--- config.mk ---
export PLATFORM = sky130hd
export DESIGN_NAME = hdlc_protocol_monitor_flat
export DESIGN_NICKNAME = d
export VERILOG_FILES = /design/src/rtl/hdlc_protocol_monitor_if.sv /design/src/rtl/hdlc_protocol_monitor.sv /design/src/flat_wrapper.sv
export SDC_FILE = /design/constraint.sdc
export NUM_CORES = 1
export LEC_CHECK = 0
export CORE_MARGIN = 2
export CORE_UTILIZATION = 36
export DETAILED_ROUTE_END_ITERATION = 10
export PLACE_DENSITY = 0.6
export SLEW_MARGIN = 30
export SYNTH_ARGS = -nofsm -noshare
export SYNTH_HDL_FRONTEND = slang
export SYNTH_SLANG_ARGS = --single-unit
--- constraint.sdc ---
create_clock -name Clk -period 4.65 [get_ports Clk]
set_input_delay 0.93 -clock Clk [delete_from_list [all_inputs] [get_ports Clk]]
set_output_delay 0.93 -clock Clk [all_outputs]
set_load 0.02 [all_outputs]
--- src/rtl/hdlc_protocol_monitor_if.sv ---
// Signal bundle between an HDLC Rx/Tx datapath under observation and the
// protocol monitor. The monitor connects through the slave modport.
interface hdlc_protocol_monitor_if #(
  parameter int CNT_W = 16
);
  logic             Rx;
  logic             Rx_FlagDetect;
  logic             Rx_AbortDetect;
  logic             Rx_ValidFrame;
  logic             Rx_AbortSignal;
  logic             Tx;
  logic             Tx_ValidFrame;
  logic [3:0]       Chk_En;
  logic             Clr;
  logic [3:0]       Err_Pulse;
  logic [3:0]       Err_Sticky;
  logic [CNT_W-1:0] Err_Cnt;
  logic [1:0]       First_Err_Id;
  logic             First_Err_Valid;

  modport master (
    output Rx, Rx_FlagDetect, Rx_AbortDetect, Rx_ValidFrame, Rx_AbortSignal,
    output Tx, Tx_ValidFrame, Chk_En, Clr,
    input  Err_Pulse, Err_Sticky, Err_Cnt, First_Err_Id, First_Err_Valid
  );

  modport slave (
    input  Rx, Rx_FlagDetect, Rx_AbortDetect, Rx_ValidFrame, Rx_AbortSignal,
    input  Tx, Tx_ValidFrame, Chk_En, Clr,
    output Err_Pulse, Err_Sticky, Err_Cnt, First_Err_Id, First_Err_Valid
  );
endinterface

--- src/rtl/hdlc_protocol_monitor.sv ---
// HDLC protocol monitor: watches the serial Rx line for flag/abort patterns
// and checks that the Rx status outputs and Tx idle behaviour follow them.
// Failures are reported as per-check strobes, sticky bits, a saturating
// count and the index of the first recorded failure.
module hdlc_protocol_monitor #(
  parameter int FLAG_LAT  = 2,
  parameter int ABORT_LAT = 2,
  parameter int IDLE_LEN  = 8,
  parameter int CNT_W     = 16
) (
  input logic                  Clk,
  input logic                  Rst,
  hdlc_protocol_monitor_if.slave bus
);

  localparam int IW = $clog2(IDLE_LEN + 1);
  localparam logic [IW-1:0]      IDLE_MAX = IW'(IDLE_LEN);
  localparam logic [CNT_W+2:0]   CNT_MAX  = {3'b000, {CNT_W{1'b1}}};
  localparam logic [7:0]         FLAG_PAT  = 8'b0111_1110;
  localparam logic [7:0]         ABORT_PAT = 8'b0111_1111;

  // Rx window: bit 7 is the oldest sample, bit 0 the newest.
  logic [7:0]           win_q, win_d;
  logic [3:0]           fill_q, fill_d;
  logic [FLAG_LAT-1:0]  fdl_q, fdl_d;
  logic [ABORT_LAT-1:0] adl_q, adl_d;
  logic                 ad_prev_q;
  logic                 as_due_q;
  logic [IW-1:0]        idle_q, idle_d;
  logic                 idle_due_q;
  logic                 flag_match, abort_match, idle_arm, ad_rise;

  logic [3:0]           fail;
  logic [2:0]           n_fail;
  logic [CNT_W+2:0]     sum;
  logic [3:0]           pulse_q;
  logic [3:0]           sticky_q, sticky_d;
  logic [CNT_W-1:0]     cnt_q, cnt_d;
  logic [1:0]           fid_q, fid_d;
  logic                 fval_q, fval_d;

  // Pattern detection on the window including the current sample, plus
  // the shift of pending expectations toward their due cycle.
  always_comb begin
    win_d       = {win_q[6:0], bus.Rx};
    fill_d      = (fill_q == 4'd8) ? fill_q : fill_q + 4'd1;
    flag_match  = (fill_d == 4'd8) && (win_d == FLAG_PAT);
    abort_match = (fill_d == 4'd8) && (win_d == ABORT_PAT);
    fdl_d       = '0;
    fdl_d[0]    = flag_match;
    for (int i = 1; i < FLAG_LAT; i++) fdl_d[i] = fdl_q[i-1];
    adl_d       = '0;
    adl_d[0]    = abort_match;
    for (int i = 1; i < ABORT_LAT; i++) adl_d[i] = adl_q[i-1];
    idle_arm    = !bus.Tx_ValidFrame && (idle_q == IDLE_MAX);
    if (bus.Tx_ValidFrame)      idle_d = '0;
    else if (idle_q == IDLE_MAX) idle_d = idle_q;
    else                         idle_d = idle_q + IW'(1);
  end

  // Evaluate due expectations and fold failures into the error record.
  // A clear in the same cycle wipes the old record before the new failures land.
  always_comb begin
    ad_rise  = bus.Rx_AbortDetect && !ad_prev_q;
    fail[0]  = fdl_q[FLAG_LAT-1]  && !bus.Rx_FlagDetect  && bus.Chk_En[0];
    fail[1]  = adl_q[ABORT_LAT-1] && !ad_rise            && bus.Chk_En[1];
    fail[2]  = as_due_q           && !bus.Rx_AbortSignal && bus.Chk_En[2];
    fail[3]  = idle_due_q         && !bus.Tx             && bus.Chk_En[3];
    n_fail   = {2'b00, fail[0]} + {2'b00, fail[1]} + {2'b00, fail[2]} + {2'b00, fail[3]};
    sticky_d = (bus.Clr ? 4'b0000 : sticky_q) | fail;
    sum      = {3'b000, (bus.Clr ? {CNT_W{1'b0}} : cnt_q)} + (CNT_W+3)'(n_fail);
    cnt_d    = (sum > CNT_MAX) ? {CNT_W{1'b1}} : sum[CNT_W-1:0];
    fid_d    = fid_q;
    fval_d   = fval_q;
    if (bus.Clr) begin
      fid_d  = 2'd0;
      fval_d = 1'b0;
    end
    if ((bus.Clr || !fval_q) && (|fail)) begin
      fval_d = 1'b1;
      if (fail[0])      fid_d = 2'd0;
      else if (fail[1]) fid_d = 2'd1;
      else if (fail[2]) fid_d = 2'd2;
      else              fid_d = 2'd3;
    end
  end

  // State registers; reset also discards every pending expectation.
  always_ff @(posedge Clk) begin
    if (!Rst) begin
      win_q      <= '0;
      fill_q     <= '0;
      fdl_q      <= '0;
      adl_q      <= '0;
      ad_prev_q  <= 1'b0;
      as_due_q   <= 1'b0;
      idle_q     <= '0;
      idle_due_q <= 1'b0;
      pulse_q    <= '0;
      sticky_q   <= '0;
      cnt_q      <= '0;
      fid_q      <= '0;
      fval_q     <= 1'b0;
    end else begin
      win_q      <= win_d;
      fill_q     <= fill_d;
      fdl_q      <= fdl_d;
      adl_q      <= adl_d;
      ad_prev_q  <= bus.Rx_AbortDetect;
      as_due_q   <= bus.Rx_AbortDetect && bus.Rx_ValidFrame;
      idle_q     <= idle_d;
      idle_due_q <= idle_arm;
      pulse_q    <= fail;
      sticky_q   <= sticky_d;
      cnt_q      <= cnt_d;
      fid_q      <= fid_d;
      fval_q     <= fval_d;
    end
  end

  assign bus.Err_Pulse       = pulse_q;
  assign bus.Err_Sticky      = sticky_q;
  assign bus.Err_Cnt         = cnt_q;
  assign bus.First_Err_Id    = fid_q;
  assign bus.First_Err_Valid = fval_q;

endmodule

--- src/flat_wrapper.sv ---
// flat-port wrapper written by rule: the top's interface ports become plain ports
module hdlc_protocol_monitor_flat 
#(
  parameter int FLAG_LAT  = 2,
  parameter int ABORT_LAT = 2,
  parameter int IDLE_LEN  = 8,
  parameter int CNT_W     = 16
)
  (Clk, Rst, bus_Rx, bus_Rx_FlagDetect, bus_Rx_AbortDetect, bus_Rx_ValidFrame, bus_Rx_AbortSignal, bus_Tx, bus_Tx_ValidFrame, bus_Chk_En, bus_Clr, bus_Err_Pulse, bus_Err_Sticky, bus_Err_Cnt, bus_First_Err_Id, bus_First_Err_Valid);
  hdlc_protocol_monitor_if #(.CNT_W(CNT_W)) bus_i ();
  input logic Clk;
  input logic Rst;
  input wire logic [$bits(bus_i.Rx)-1:0] bus_Rx;
  input wire logic [$bits(bus_i.Rx_FlagDetect)-1:0] bus_Rx_FlagDetect;
  input wire logic [$bits(bus_i.Rx_AbortDetect)-1:0] bus_Rx_AbortDetect;
  input wire logic [$bits(bus_i.Rx_ValidFrame)-1:0] bus_Rx_ValidFrame;
  input wire logic [$bits(bus_i.Rx_AbortSignal)-1:0] bus_Rx_AbortSignal;
  input wire logic [$bits(bus_i.Tx)-1:0] bus_Tx;
  input wire logic [$bits(bus_i.Tx_ValidFrame)-1:0] bus_Tx_ValidFrame;
  input wire logic [$bits(bus_i.Chk_En)-1:0] bus_Chk_En;
  input wire logic [$bits(bus_i.Clr)-1:0] bus_Clr;
  output wire logic [$bits(bus_i.Err_Pulse)-1:0] bus_Err_Pulse;
  output wire logic [$bits(bus_i.Err_Sticky)-1:0] bus_Err_Sticky;
  output wire logic [$bits(bus_i.Err_Cnt)-1:0] bus_Err_Cnt;
  output wire logic [$bits(bus_i.First_Err_Id)-1:0] bus_First_Err_Id;
  output wire logic [$bits(bus_i.First_Err_Valid)-1:0] bus_First_Err_Valid;
  assign bus_i.Rx = bus_Rx;
  assign bus_i.Rx_FlagDetect = bus_Rx_FlagDetect;
  assign bus_i.Rx_AbortDetect = bus_Rx_AbortDetect;
  assign bus_i.Rx_ValidFrame = bus_Rx_ValidFrame;
  assign bus_i.Rx_AbortSignal = bus_Rx_AbortSignal;
  assign bus_i.Tx = bus_Tx;
  assign bus_i.Tx_ValidFrame = bus_Tx_ValidFrame;
  assign bus_i.Chk_En = bus_Chk_En;
  assign bus_i.Clr = bus_Clr;
  assign bus_Err_Pulse = bus_i.Err_Pulse;
  assign bus_Err_Sticky = bus_i.Err_Sticky;
  assign bus_Err_Cnt = bus_i.Err_Cnt;
  assign bus_First_Err_Id = bus_i.First_Err_Id;
  assign bus_First_Err_Valid = bus_i.First_Err_Valid;
  hdlc_protocol_monitor #(.FLAG_LAT(FLAG_LAT), .ABORT_LAT(ABORT_LAT), .IDLE_LEN(IDLE_LEN), .CNT_W(CNT_W)) u_core (.Clk(Clk), .Rst(Rst), .bus(bus_i));
endmodule
==> metrics.cfg <==
[final_layout]
layout-drive-gt1-share_pct=7.43
antenna_cells=0
nNetsFinal=294
area_growth_pct=27.1
num-fill-cells=556
layoutNonFillerInstCount=341

[die]
start_util_pct=37.6
dieArea_sq_um=6460
ioPinCount=41
die_height_um=80.3
placementRows=27
coreArea_sq_um=5570
die_w_um=80.3

[logic_synthesis]
yosys.area.top_type=dfxtp_1
yosys-top-cells-count=49 x dfxtp_1, 22 x nor2_1, 17 x a21oi_1
seq_area_frac_synth_pct=46.8
synth_most_common_cell=dfxtp_1
synth_edf_count=0
avgSynthCellArea_sq_um=9.37
synth.top_cell.area_share_pct=46.8
yosys-top-cells-area=dfxtp_1 47%, ha_1 6.0%, a21oi_1 4.1%
yosys_warnings=0
syn_inst=224
ys_seq_elements=49
synth_ff_type=dfxtp_1
synth_area_sq_um=2100
async_flop_share_pct=0
synth.net_count=250
synth_cell_types=46

[clock_network]
postCtsSetupBuffers=0
cts.clk_slew.worst_paths_ns=0.08
cts.sinks=49
clockBufferDepth=2
htreeDepth=2
clk-insertion-delay-late_ns=0.30
hold_buffers=0
cts_resized=0
cts_tree=built
cts_buffers=5
cts_root_buf=clkbuf_8

[placement]
dp_hpwl_um=3040
dp_worst_setup_slack_ns=0.240
portBuffers=40
gp_congestion=0.728
dp.cells=333

[timing]
maxSlewViolCount=0
worstMarginPinSlew_ns=0.684
slew_headroom_pct=54.4
rsz0062_at_grt=false
setup_viol=0
skew_ns=0.00659
hold_viol_final=0
finalCritPeriodShare_pct=88.1
setup_ws_ns=0.553
period_minus_slack_ns=4.10
timing.fmax_mhz=244
fin_setup_tns_ns=0

[grt]
grt_pass1_wl_um=7290
grt.total_usage_pct=14.5
grt_pass1_vias=1611
grt-ovfl-total=0
grt_start_max_net_pins=23
antenna_found_initial=0

[worst_setup_path]
crit_path_start=bus_Chk_En[0]
reg2reg_to=u_core.bus.Err_Cnt[13]$_SDFF_PN0_
crit_type=in2reg
ff2ff_path_depth=13
worst-r2r-setup-slack_ns=1.32
worstPathArrival_ns=4.33
required_ns=4.88
path_max_fanout=6
cp-start-kind=input pin
crit_path_end_kind=register
crit_end=u_core.bus.Err_Cnt[13]$_SDFF_PN0_
rr_startpoint=u_core.fdl_q[1]$_SDFF_PN0_

[drt]
route.detailed.drc=0
vias=1632
first_pass_iters=4
ant_nets=0
dr.first_iter.drc_count=69
wl_per_cell_um=12.2
vias_per_cell=4.79
wirelength_um=4170

[pwr]
power_density_nw_per_um2=266
p_total_mw=0.710
p_leak_nw=1.02
peakVddDrop_uv=114

[hold_path]
min_path_type=reg2reg

[run_status]
status=complete, no violations

[job]
maxCapViolCount=0

per-layer routing:
layer,vias to the layer above,wire (um),track usage (%)
met5,-,0,0
met4,0,68,6.10
met3,5,141,3.03
met2,31,1990,24.1
met1,758,1970,18.2
li1,838,-,-
area by class of cell:
class	instances	area (sq um)	share of cell area, %
sequential	49	981	36.8
inverter	18	67.6	2.53
timing repair buffer	43	423	15.9
clock inverter	2	10.0	0.375
clock buffer	6	72.6	2.72
multi-input combinational	151	1020	38.3
tap	72	90.1	3.38
worst min path at each step:
stage	startpoint	end	slack (ns)	cells past startpoint
6_report	u_core.adl_q[0]$_SDFF_PN0_	u_core.adl_q[1]$_SDFF_PN0_	0.44	1
5_1_grt	u_core.adl_q[0]$_SDFF_PN0_	u_core.adl_q[1]$_SDFF_PN0_	0.46	1
4_1_cts	u_core.adl_q[0]$_SDFF_PN0_	u_core.adl_q[1]$_SDFF_PN0_	0.44	1
3_5_place_dp	u_core.adl_q[0]$_SDFF_PN0_	u_core.adl_q[1]$_SDFF_PN0_	0.42	1
3_3_place_gp	u_core.adl_q[0]$_SDFF_PN0_	u_core.adl_q[1]$_SDFF_PN0_	0.42	1
2_1_floorplan	u_core.adl_q[0]$_SDFF_PN0_	u_core.adl_q[1]$_SDFF_PN0_	0.41	1
sequential cells by signal, indices dropped and copies added (netlist names):
register	flops
u_core.bus.Err_Sticky	4
u_core.win_q	7
u_core.bus.Err_Pulse	4
u_core.idle_q	4
u_core.ad_prev_q	1
u_core.as_due_q	1
u_core.idle_due_q	1
u_core.bus.Err_Cnt	16
u_core.bus.First_Err_Id	2
u_core.fill_q	4
u_core.adl_q	2
u_core.bus.First_Err_Valid	1
u_core.fdl_q	2
placed cells by master, fill, tap and decap left out, drive strengths merged, types with 2 or more instances in the layout:
cell,n
fa,2
dfxtp,49
xor2,7
ha,10
nand3,9
nand3b,4
nand4,2
buf,3
a211oi,2
nand2,16
a21oi,17
clkinv,3
and2,11
nor2b,6
and3,5
nor2,22
a2111oi,2
nor3b,2
xnor2,8
clkbuf,6
o21ai,8
nand2b,2
inv,17
clkdlybuf4s50,40
kinds of logic after synthesis:
group           Yosys count  share of synthesized area, %
simple gates             85                          21.7
flops                    49                          46.8
compound gates           39                          12.9
buf+inv                  24                          4.53
xor+xnor                 15                          6.26
fa+ha+maj                12                          7.87
worst max-delay path, stage by stage:
cell and delay (ns):
clkdlybuf4s50_1 0.45, nand2_1 0.05, nor2_1 0.22, inv_1 0.09
ha_1 0.32, fa_1 0.37, ha_1 0.30, inv_1 0.06
fa_1 0.45, nor2b_1 0.21, o2111a_1 0.31, and4_1 0.28
nand2_1 0.16, o21ai_1 0.12
per-stage QoR:
step                hold slack (ns)  utilization [%]  instance area (sq um)
CTS                           0.438             47.8                   2670
global route                  0.460             47.8                   2670
floorplan                     0.412                -                   2100
finish                        0.435             47.8                   2670
detailed placement            0.418             46.4                   2580
global placement              0.420             46.4                   2580
report_power, final:
| group | internal, mW | switching, mW |
|---|---|---|
| sequential | 0.425 | 0.00485 |
| clock | 0.104 | 0.134 |
| combinational | 0.0209 | 0.0203 |
(Power assumes the default switching activity.)
